--- src/rtl/mul_rr_arbiter_pkg.sv ---
// Shared definitions for the round-robin multiplier arbiter.
//   state_t      : sequencing states of the arbiter (ARB, ISSUE, WAIT)
//   DEF_*        : default widths, requester count and WAIT watchdog limit
//   clog2()      : ceiling log2, used to size index and counter fields
package mul_rr_arbiter_pkg;

  typedef enum logic [1:0] {
    ARB   = 2'd0,
    ISSUE = 2'd1,
    WAIT  = 2'd2
  } state_t;

  localparam int DEF_NUM_REQ = 4;
  localparam int DEF_A_W     = 16;
  localparam int DEF_B_W     = 16;
  localparam int DEF_P_W     = DEF_A_W + DEF_B_W;
  localparam int DEF_TIMEOUT = 15;

  // Ceiling log2; clog2(1) = 0, clog2(4) = 2, clog2(5) = 3.
  function automatic int clog2(input int value);
    int r;
    int v;
    r = 0;
    v = value - 1;
    while (v > 0) begin
      r = r + 1;
      v = v >> 1;
    end
    return r;
  endfunction

endpackage

--- src/rtl/mul_rr_arbiter_rr_pick.sv ---
// Round-robin winner selection (purely combinational).
//   eligible : one bit per requester that may be granted now
//   rr_ptr   : index with highest priority this round
//   found    : at least one requester is eligible
//   index    : first eligible index scanning rr_ptr, rr_ptr+1, ... mod NUM_REQ
module mul_rr_arbiter_rr_pick
  import mul_rr_arbiter_pkg::*;
#(
  parameter  int NUM_REQ = DEF_NUM_REQ,
  localparam int IDX_W   = clog2(NUM_REQ)
) (
  input  logic [NUM_REQ-1:0] eligible,
  input  logic [IDX_W-1:0]   rr_ptr,
  output logic               found,
  output logic [IDX_W-1:0]   index
);

  // NOTE: every output gets a default at the top of always_comb so that no
  // path leaves it unassigned, which would otherwise infer a latch.
  always_comb begin
    int j;
    found = 1'b0;
    index = '0;
    j     = 0;
    for (int k = 0; k < NUM_REQ; k++) begin
      j = int'(rr_ptr) + k;
      if (j >= NUM_REQ) j = j - NUM_REQ;
      if (!found && eligible[j]) begin
        found = 1'b1;
        index = j[IDX_W-1:0];
      end
    end
  end

endmodule

--- src/rtl/mul_rr_arbiter.sv ---
// Shares one 1-cycle-latency stream multiplier between NUM_REQ requesters.
// One multiply at a time: ARB picks a winner round-robin and latches its
// operands, ISSUE presents them until the multiplier accepts, WAIT routes the
// product into the winner's one-entry response buffer.
//   clk, reset           : clock, synchronous active-low reset
//   req_valid/ready/a/b  : per-requester operand handshake (packed operands)
//   rsp_valid/ready      : per-requester result handshake
//   rsp_payload          : packed per-requester result buffers
//   m_valid/ready        : handshake towards the multiplier input
//   m_payload_a/b        : operands towards the multiplier
//   m_result(_valid)     : multiplier output (no backpressure)
//   busy                 : a multiply is being sequenced (state != ARB)
//   grant_id             : index of the current/last grant
//   err_timeout          : sticky, WAIT watchdog expired without a result
//   err_spurious         : sticky, multiplier result arrived outside WAIT
module mul_rr_arbiter
  import mul_rr_arbiter_pkg::*;
#(
  parameter  int NUM_REQ = DEF_NUM_REQ,
  parameter  int A_W     = DEF_A_W,
  parameter  int B_W     = DEF_B_W,
  parameter  int P_W     = A_W + B_W,
  parameter  int TIMEOUT = DEF_TIMEOUT,
  localparam int IDX_W   = clog2(NUM_REQ)
) (
  input  logic                   clk,
  input  logic                   reset,
  input  logic [NUM_REQ-1:0]     req_valid,
  output logic [NUM_REQ-1:0]     req_ready,
  input  logic [NUM_REQ*A_W-1:0] req_a,
  input  logic [NUM_REQ*B_W-1:0] req_b,
  output logic [NUM_REQ-1:0]     rsp_valid,
  input  logic [NUM_REQ-1:0]     rsp_ready,
  output logic [NUM_REQ*P_W-1:0] rsp_payload,
  output logic                   m_valid,
  input  logic                   m_ready,
  output logic [A_W-1:0]         m_payload_a,
  output logic [B_W-1:0]         m_payload_b,
  input  logic [P_W-1:0]         m_result,
  input  logic                   m_result_valid,
  output logic                   busy,
  output logic [IDX_W-1:0]       grant_id,
  output logic                   err_timeout,
  output logic                   err_spurious
);

  localparam int WD_W = clog2(TIMEOUT + 1);

  state_t           state;
  logic [IDX_W-1:0] rr_ptr;
  logic [WD_W-1:0]  watchdog;
  logic [NUM_REQ-1:0] eligible;
  logic             pick_found;
  logic [IDX_W-1:0] pick_idx;
  logic             result_fire;

  function automatic logic [IDX_W-1:0] next_idx(input logic [IDX_W-1:0] idx);
    if (int'(idx) == NUM_REQ - 1) return '0;
    return idx + IDX_W'(1);
  endfunction

  // A requester whose buffer still holds a result is skipped, so a fill and
  // a pop can never target the same buffer in the same cycle.
  assign eligible    = req_valid & ~rsp_valid;
  assign result_fire = (state == WAIT) && m_result_valid;
  assign busy        = (state != ARB);

  mul_rr_arbiter_rr_pick #(.NUM_REQ(NUM_REQ)) u_rr_pick (
    .eligible (eligible),
    .rr_ptr   (rr_ptr),
    .found    (pick_found),
    .index    (pick_idx)
  );

  always_comb begin
    req_ready = '0;
    if (state == ARB && pick_found) req_ready[pick_idx] = 1'b1;
  end

  // NOTE: sequential state uses non-blocking assignments so every register
  // samples the pre-edge values regardless of statement order.
  always_ff @(posedge clk) begin
    if (!reset) begin
      state        <= ARB;
      rr_ptr       <= '0;
      grant_id     <= '0;
      watchdog     <= '0;
      m_valid      <= 1'b0;
      m_payload_a  <= '0;
      m_payload_b  <= '0;
      err_timeout  <= 1'b0;
      err_spurious <= 1'b0;
    end else begin
      // Results outside WAIT belong to no grant and are dropped.
      if (m_result_valid && state != WAIT) err_spurious <= 1'b1;

      case (state)
        ARB: begin
          if (pick_found) begin
            m_payload_a <= req_a[int'(pick_idx)*A_W +: A_W];
            m_payload_b <= req_b[int'(pick_idx)*B_W +: B_W];
            grant_id    <= pick_idx;
            m_valid     <= 1'b1;
            state       <= ISSUE;
          end
        end
        ISSUE: begin
          if (m_ready) begin
            m_valid  <= 1'b0;
            watchdog <= '0;
            state    <= WAIT;
          end
        end
        WAIT: begin
          watchdog <= watchdog + WD_W'(1);
          if (m_result_valid) begin
            rr_ptr <= next_idx(grant_id);
            state  <= ARB;
          end else if (watchdog == WD_W'(TIMEOUT - 1)) begin
            // TIMEOUT WAIT cycles elapsed: abandon this grant, no response.
            err_timeout <= 1'b1;
            rr_ptr      <= next_idx(grant_id);
            state       <= ARB;
          end
        end
        default: state <= ARB;
      endcase
    end
  end

  for (genvar i = 0; i < NUM_REQ; i++) begin : g_rsp
    logic           buf_valid;
    logic [P_W-1:0] buf_payload;

    // NOTE: the payload storage is reset as well, so the packed result bus
    // reads zero after reset instead of stale or X data.
    always_ff @(posedge clk) begin
      if (!reset) begin
        buf_valid   <= 1'b0;
        buf_payload <= '0;
      end else if (result_fire && grant_id == IDX_W'(i)) begin
        buf_valid   <= 1'b1;
        buf_payload <= m_result;
      end else if (buf_valid && rsp_ready[i]) begin
        buf_valid <= 1'b0;
      end
    end

    assign rsp_valid[i]             = buf_valid;
    assign rsp_payload[i*P_W +: P_W] = buf_payload;
  end

endmodule

--- config.mk ---
export PLATFORM = sky130hd
export DESIGN_NAME = mul_rr_arbiter
export DESIGN_NICKNAME = d
export VERILOG_FILES = /design/src/rtl/mul_rr_arbiter_pkg.sv /design/src/rtl/mul_rr_arbiter_rr_pick.sv /design/src/rtl/mul_rr_arbiter.sv
export SDC_FILE = /design/constraint.sdc
export NUM_CORES = 1
export LEC_CHECK = 0
export BUFFER_PORTS_ARGS = -buffer_cell sky130_fd_sc_hd__buf_2
export CORE_MARGIN = 1
export CORE_UTILIZATION = 30
export CTS_BUF_LIST = sky130_fd_sc_hd__clkbuf_2
export CTS_CLUSTER_SIZE = 28
export DETAILED_ROUTE_END_ITERATION = 10
export MAX_ROUTING_LAYER = met4
export PLACE_DENSITY = 0.61
export SLEW_MARGIN = 10
export SYNTH_ARGS = -nofsm -noshare
export SYNTH_HDL_FRONTEND = slang
export SYNTH_SLANG_ARGS = --single-unit
export TNS_END_PERCENT = 30
--- constraint.sdc ---
create_clock -name clk -period 6.9 [get_ports clk]
set_input_delay 2.07 -clock clk [delete_from_list [all_inputs] [get_ports clk]]
set_output_delay 2.07 -clock clk [all_outputs]
set_load 0.005 [all_outputs]
# --- Word level (Yosys, flattened, before mapping) ---
# Index checks and enable logic that the tools add are counted.
classes:
  muxes: 58
  n_shift: 2
  bitwise_logic: 3
  n_lt_le_gt_ge: 10
  n_reduce_logical: 34
  eq_ne: 11
  add_sub_neg: 9
ops:
  columns: ["op", "n"]
  rows:
  - ["32-bit by 4-bit < comparator with 1-bit output, second input constant", 4]
  - ["32-bit 2-to-1 mux", 4]
  - ["64-bit by 7-bit indexed part select with 16-bit output", 2]
  - ["32-bit by 4-bit >= comparator with 1-bit output, second input constant", 3]
  - ["32-bit by 4-bit subtractor with 32-bit output, second input constant", 3]
  - ["1-bit 2-to-1 mux", 31]
  - ["2-bit 2-to-1 mux", 13]
  - ["2-bit nonzero test", 8]
  - ["1-bit logical AND", 15]
  - ["3-bit AND reduction", 3]
  - ["1-bit binary-select mux with 2-bit select", 4]
  - ["4-bit 2-to-1 mux", 2]
  - ["4-bit one-hot mux with 2 select lines", 1]
  - ["2-bit by 2-bit adder with 3-bit output, second input constant", 2]
  - ["2-bit by 1-bit == test with 1-bit output, second input constant", 3]
  - ["2-bit == test, second input constant", 3]
  - ["2-bit inequality test, second input constant", 3]
  - ["2-bit one-hot mux with 3 select lines", 1]
  - ["2-bit AND reduction", 3]
  - ["4-bit by 1-bit adder with 4-bit output, second input constant", 1]
  - ["4-bit AND", 1]
  - ["4-bit == test, second input constant", 1]
  - ["2-bit logical NOT", 2]
  - ["4-bit inverter", 1]
  - ["other kinds (11)", 13]
word_totals:
  elab_cells: 144
  output_inout_bits: 174
  input_bits: 172
  reg_bits: 177

# --- Logic depth before layout (Yosys ltp) ---
logic_depth:
  word_depth: 20
  mapped_depth: 8
  depth_no_buf: 6

# --- Hierarchy ---
# Synthesis repeated with hierarchy kept, for this count alone.
unflattened:
  hier_cells: 789
  hier_area_um2: 7239.4
by_module_without_submodules:
  columns: ["module", "cells_per_inst", "seq_area_each_um2", "area_per_inst_um2", "instances"]
  rows:
  - ["mul_rr_arbiter", 774, 3543.4, 7161.9, 1]
  - ["mul_rr_arbiter_rr_pick", 15, 0.0, 77.6, 1]

# --- Worst setup path after synthesis ---
# OpenSTA, ideal clock, no wires.
synth_path:
  path_type: "input port to output port"
  from: "in req_valid[3]"
  to: "out req_ready[0]"
  path_slack_ps: 1556
  required_ps: 4830
  path_buffers: 1
  path_stages: 5
  arrival_ps: 3274
  path_cell_list: "nor2b_1 > o221a_2 > o22ai_2 > nor3b_4 > buf_4"
synth_via:
  elab_chain_len: 19
  word_cells_on_any_way: 34
  cone_classes: "order compare (2); mux (23); bitwise (1); reduce/logical (8)"
synth_rtl:
  columns: ["item", "line", "text"]
  rows:
  - ["from (decl)", "mul_rr_arbiter.sv:28", "input logic [NUM_REQ-1:0] req_valid,"]
  - ["4-bit AND (*)", "mul_rr_arbiter.sv:64", "assign eligible = req_valid & ~rsp_valid;"]
  - ["1-bit binary-select mux with 2-bit select", "mul_rr_arbiter_rr_pick.sv:28", "if (!found && eligible[j]) begin"]
  - ["1-bit 2-to-1 mux (implied by the code) (2 in series)", "mul_rr_arbiter_rr_pick.sv:28", null]
  - ["1-bit 2-to-1 mux", "mul_rr_arbiter_rr_pick.sv:28", null]
  - ["1-bit logical NOT", "mul_rr_arbiter_rr_pick.sv:28", null]
  - ["1-bit logical AND", "mul_rr_arbiter_rr_pick.sv:28", null]
  - ["1-bit 2-to-1 mux", "mul_rr_arbiter_rr_pick.sv:28", null]
  - ["1-bit logical NOT", "mul_rr_arbiter_rr_pick.sv:28", null]
  - ["(+2 left out)", null, null]
  - ["1-bit logical NOT", "mul_rr_arbiter_rr_pick.sv:28", null]
  - ["1-bit logical AND", "mul_rr_arbiter_rr_pick.sv:28", null]
  - ["2-bit 2-to-1 mux", "mul_rr_arbiter_rr_pick.sv:28", null]
  - ["2-bit by 3-bit < comparator with 1-bit output (implied by the code) or 2-bit by 1-bit >= comparator with 1-bit output (tied branches)", "mul_rr_arbiter.sv:77", "if (state == ARB && pick_found) req_ready[pick_idx] = 1'b1;"]
  - ["1-bit logical AND (implied by the code)", "mul_rr_arbiter.sv:77", null]
  - ["1-bit 2-to-1 mux (implied by the code)", "mul_rr_arbiter.sv:77", null]
  - ["1-bit demux with 2-bit select", "mul_rr_arbiter.sv:77", null]
  - ["4-bit 2-to-1 mux (*)", "mul_rr_arbiter.sv:77", null]
  - ["to (decl)", "mul_rr_arbiter.sv:29", "output logic [NUM_REQ-1:0] req_ready,"]
# Every way passes the cells marked *; elsewhere a longest branch is shown, timed or not. The select of a mux whose other input is x is not followed.

# --- Final worst setup path ---
# Same ends and word-level chain as after synthesis.

==> flow_summary_export.csv <==
group,metric,value,unit
die,start_util,30.7,%
place,dp.cells,1473,
routing,viasPerCell,4.87,
worst_hold_path,hold_class,"reg -> reg",
timing,fmax,175,MHz
timing,timing.hold.ws,0.467,ns
routing,antenna_left,0,
clock_tree,cts_buffers,17,
power,pwr_density_cell,203,nW/µm²
clock_tree,clock_sinks,177,
worst_setup_path,cp_common_cell,"buf_2",
layout,layout-drive-gt1-share,34.7,%
timing,tns,0,ns
clock_tree,clk_pin_slew,0.24,ns
job,drv_cap,0,
grt,grt_max_degree,97,
worst_setup_path,max_stage_delay,0.30,ns
place,place_congestion,0.780,
routing,via_count,7344,
clock_tree,cts_tree,"done",
synthesis,yosys.area.top_type,"dfxtp_1",
worst_setup_path,crit_path_start_kind,"input pin",
routing,drt-total-wl,25400,µm
synthesis,ys_seq_elements,177,
die,die_w,157,µm
worst_setup_path,crit_family,"compound AO/OA/AOI/OAI gates",
routing,routedWlPerCell,16.9,µm
grt,grt_usage,20.3,%
worst_setup_path,cpMaxStageDelayCell,"o221a_2",
layout,num-fill-cells,2470,
clock_tree,cts_root_buffer,"clkbuf_2",
clock_tree,ctsLongestPathBuffers,2,
die,die_area,24800,µm²
worst_setup_path,path_class,"in -> out",
synthesis,yosys.area.top_type_share,49.0,%
synthesis,synth_edf_count,0,
synthesis,synthCells,865,
layout,final_nets,1351,
worst_setup_path,worstPathRequired,4.83,ns
worst_setup_path,cp_cell_sequence,"buf_2 > nor2b_1 > o221a_2 > o22ai_2 > nor3b_4 > buf_4 > buf_2",
timing,hold_viol_final,0,
synthesis,yosysWarnings,0,
run_status,status,"finished, final reports clean",
place,dpl.hpwl,17900,µm
die,die_height,157,µm
timing,finalCriticalPeriod,5.72,ns
timing,clock_skew,0.0585,ns
synthesis,netlist_area,7240,µm²
timing,relSlewSlack,32.0,%
synthesis,synthDistinctLibCells,41,
synthesis,syn-num-nets,1043,
timing,tightest_slew,1.02,ns
die,rows,56,
routing,drt_iter0_markers,380,
timing,setup_viol,0,
synthesis,ys.flop_type,"dfxtp_1",
die,num_io_pins,346,
clock_tree,ctsHoldBuffers,0,
synthesis,synth_area_leaders,"dfxtp_1, nand2_1, a21oi_1",
routing,drc,0,
clock_tree,postCtsResizedCells,0,
worst_setup_path,cp-end-kind,"output port",
timing,period_share,82.9,%
power,peakVddDrop,90.2,µV
clock_tree,htreeDepth,4,
clock_tree,insertion_delay,0.76,ns
routing,drtPass1Iterations,5,
worst_setup_path,crit_fanout,18,
worst_setup_path,crit_arrival,3.65,ns
layout,final_cells,1508,
synthesis,ys_seq_area_share,49.0,%
layout,area_growth,30.2,%
timing,slew_violations,0,
grt,grt_antenna_before_repair,4,
grt,grt_pass1_vias,6680,
grt,gr-total-overflow,0,
worst_setup_path,worst-path-buf-inv,3,
synthesis,netlist_top_cells_count,"nand2_1, dfxtp_1, a21oi_1, clkbuf_1, mux2i_1",
die,coreArea,23500,µm²
synthesis,synth_area_per_cell,8.37,µm²
clock_tree,post_cts_buffers,0,
grt,grt_pass1_wl,37000,µm
synthesis,yosysMostFrequentCell,"nand2_1",
power,static-leakage-power,0.00424,µW
timing,rsz0062_at_grt,"no",
place,numPortBuffers,345,
synthesis,synthArstFlopShare,0,%
==> tightest hold or removal path, delay by kind of cell (launching register included) <==
kind	cells	cell delay (ns)
simple gates	1	0.05
compound gates	1	0.05
flops	1	0.36
==> through the flow <==
step	instance area [µm²]	power [µW]	setup slack, ns	utilization (%)
2_1_floorplan	7240	1220	1.56	-
3_3_place_gp	9170	1350	1.19	38.9
3_5_place_dp	9170	1350	1.15	38.9
4_1_cts	9420	1940	1.15	40.0
5_1_grt	9420	2010	1.06	40.0
6_report	9420	1920	1.18	40.0
==> path summary, 6_finish.rpt <==
check / startpoint / to / slack, ns / cells after the start
hold reg to reg: g_rsp[3].buf_payload[25] / g_rsp[3].buf_payload[25] / 0.47 / 2
setup / recovery: req_valid[3] / req_ready[0] / 1.18 / 7
hold / removal: g_rsp[3].buf_payload[25] / g_rsp[3].buf_payload[25] / 0.47 / 2
setup reg to reg: state[1] / g_rsp[3].buf_payload[27] / 4.33 / 5
==> power breakdown <==
part / internal, µW / total (µW) / switching (µW)
Clock: 155 / 585 / 430
Sequential: 1060 / 1080 / 20.3
Combinational: 112 / 253 / 141
Total: 1330 / 1920 / 591
==> kinds of logic (layout without fill, tap and decap cells) <==
group           Yosys count  after routing  share of synthesized area (%)
simple gates            327            327                           19.1
compound gates          212            212                           18.7
flops                   177            177                           49.0
buf+inv                  96            417                           5.76
mux                      47             47                           6.50
fa+ha+maj                 6              6                           1.04
other cells               0              3                              0
==> flip-flops by register name, summed over array words and instances (netlist names) <==
name / flops
err_spurious: 1
err_timeout: 1
g_rsp.buf_payload: 128
g_rsp.buf_valid: 4
grant_id: 2
m_payload_a: 16
m_payload_b: 16
m_valid: 1
rr_ptr: 2
state: 2
watchdog: 4
==> layer usage <==
metal	up-vias	routed length, µm	GRT usage (%)
met3	38	1980	5.48
li1	3577	-	-
met4	0	747	8.60
met1	3429	10200	22.5
met2	300	12500	34.2
met5	-	0	-
==> cell usage in the layout (no fill, tap or decap), types with 5 or more instances in the layout <==
master | netlist | routed
dfxtp_1 | 177 | 177
mux2i_1 | 47 | 47
a221oi_1 | 7 | 7
nand2_1 | 263 | 263
inv_8 | 0 | 6
buf_4 | 8 | 15
nand2b_1 | 9 | 9
and3_1 | 5 | 5
buf_2 | 15 | 345
ha_1 | 6 | 6
o21ai_0 | 8 | 8
o221ai_1 | 32 | 32
clkbuf_2 | 0 | 18
nor2_1 | 10 | 10
a221oi_2 | 10 | 10
nand3_1 | 20 | 20
a21oi_1 | 145 | 145
inv_1 | 24 | 24
==> layout make-up <==
class / instances / area (µm²) / share of cell area (%)
Inverter: 25 / 96.3 / 1.02
Tap cell: 319 / 399 / 4.24
Antenna cell: 3 / 7.51 / 0.0797
Sequential cell: 177 / 3540 / 37.6
Multi-Input combinational cell: 592 / 3290 / 34.9
Clock inverter: 14 / 161 / 1.71
Clock buffer: 18 / 90.1 / 0.956
Timing Repair Buffer: 360 / 1840 / 19.5
Note: power is estimated with default switching activity, not from simulation.
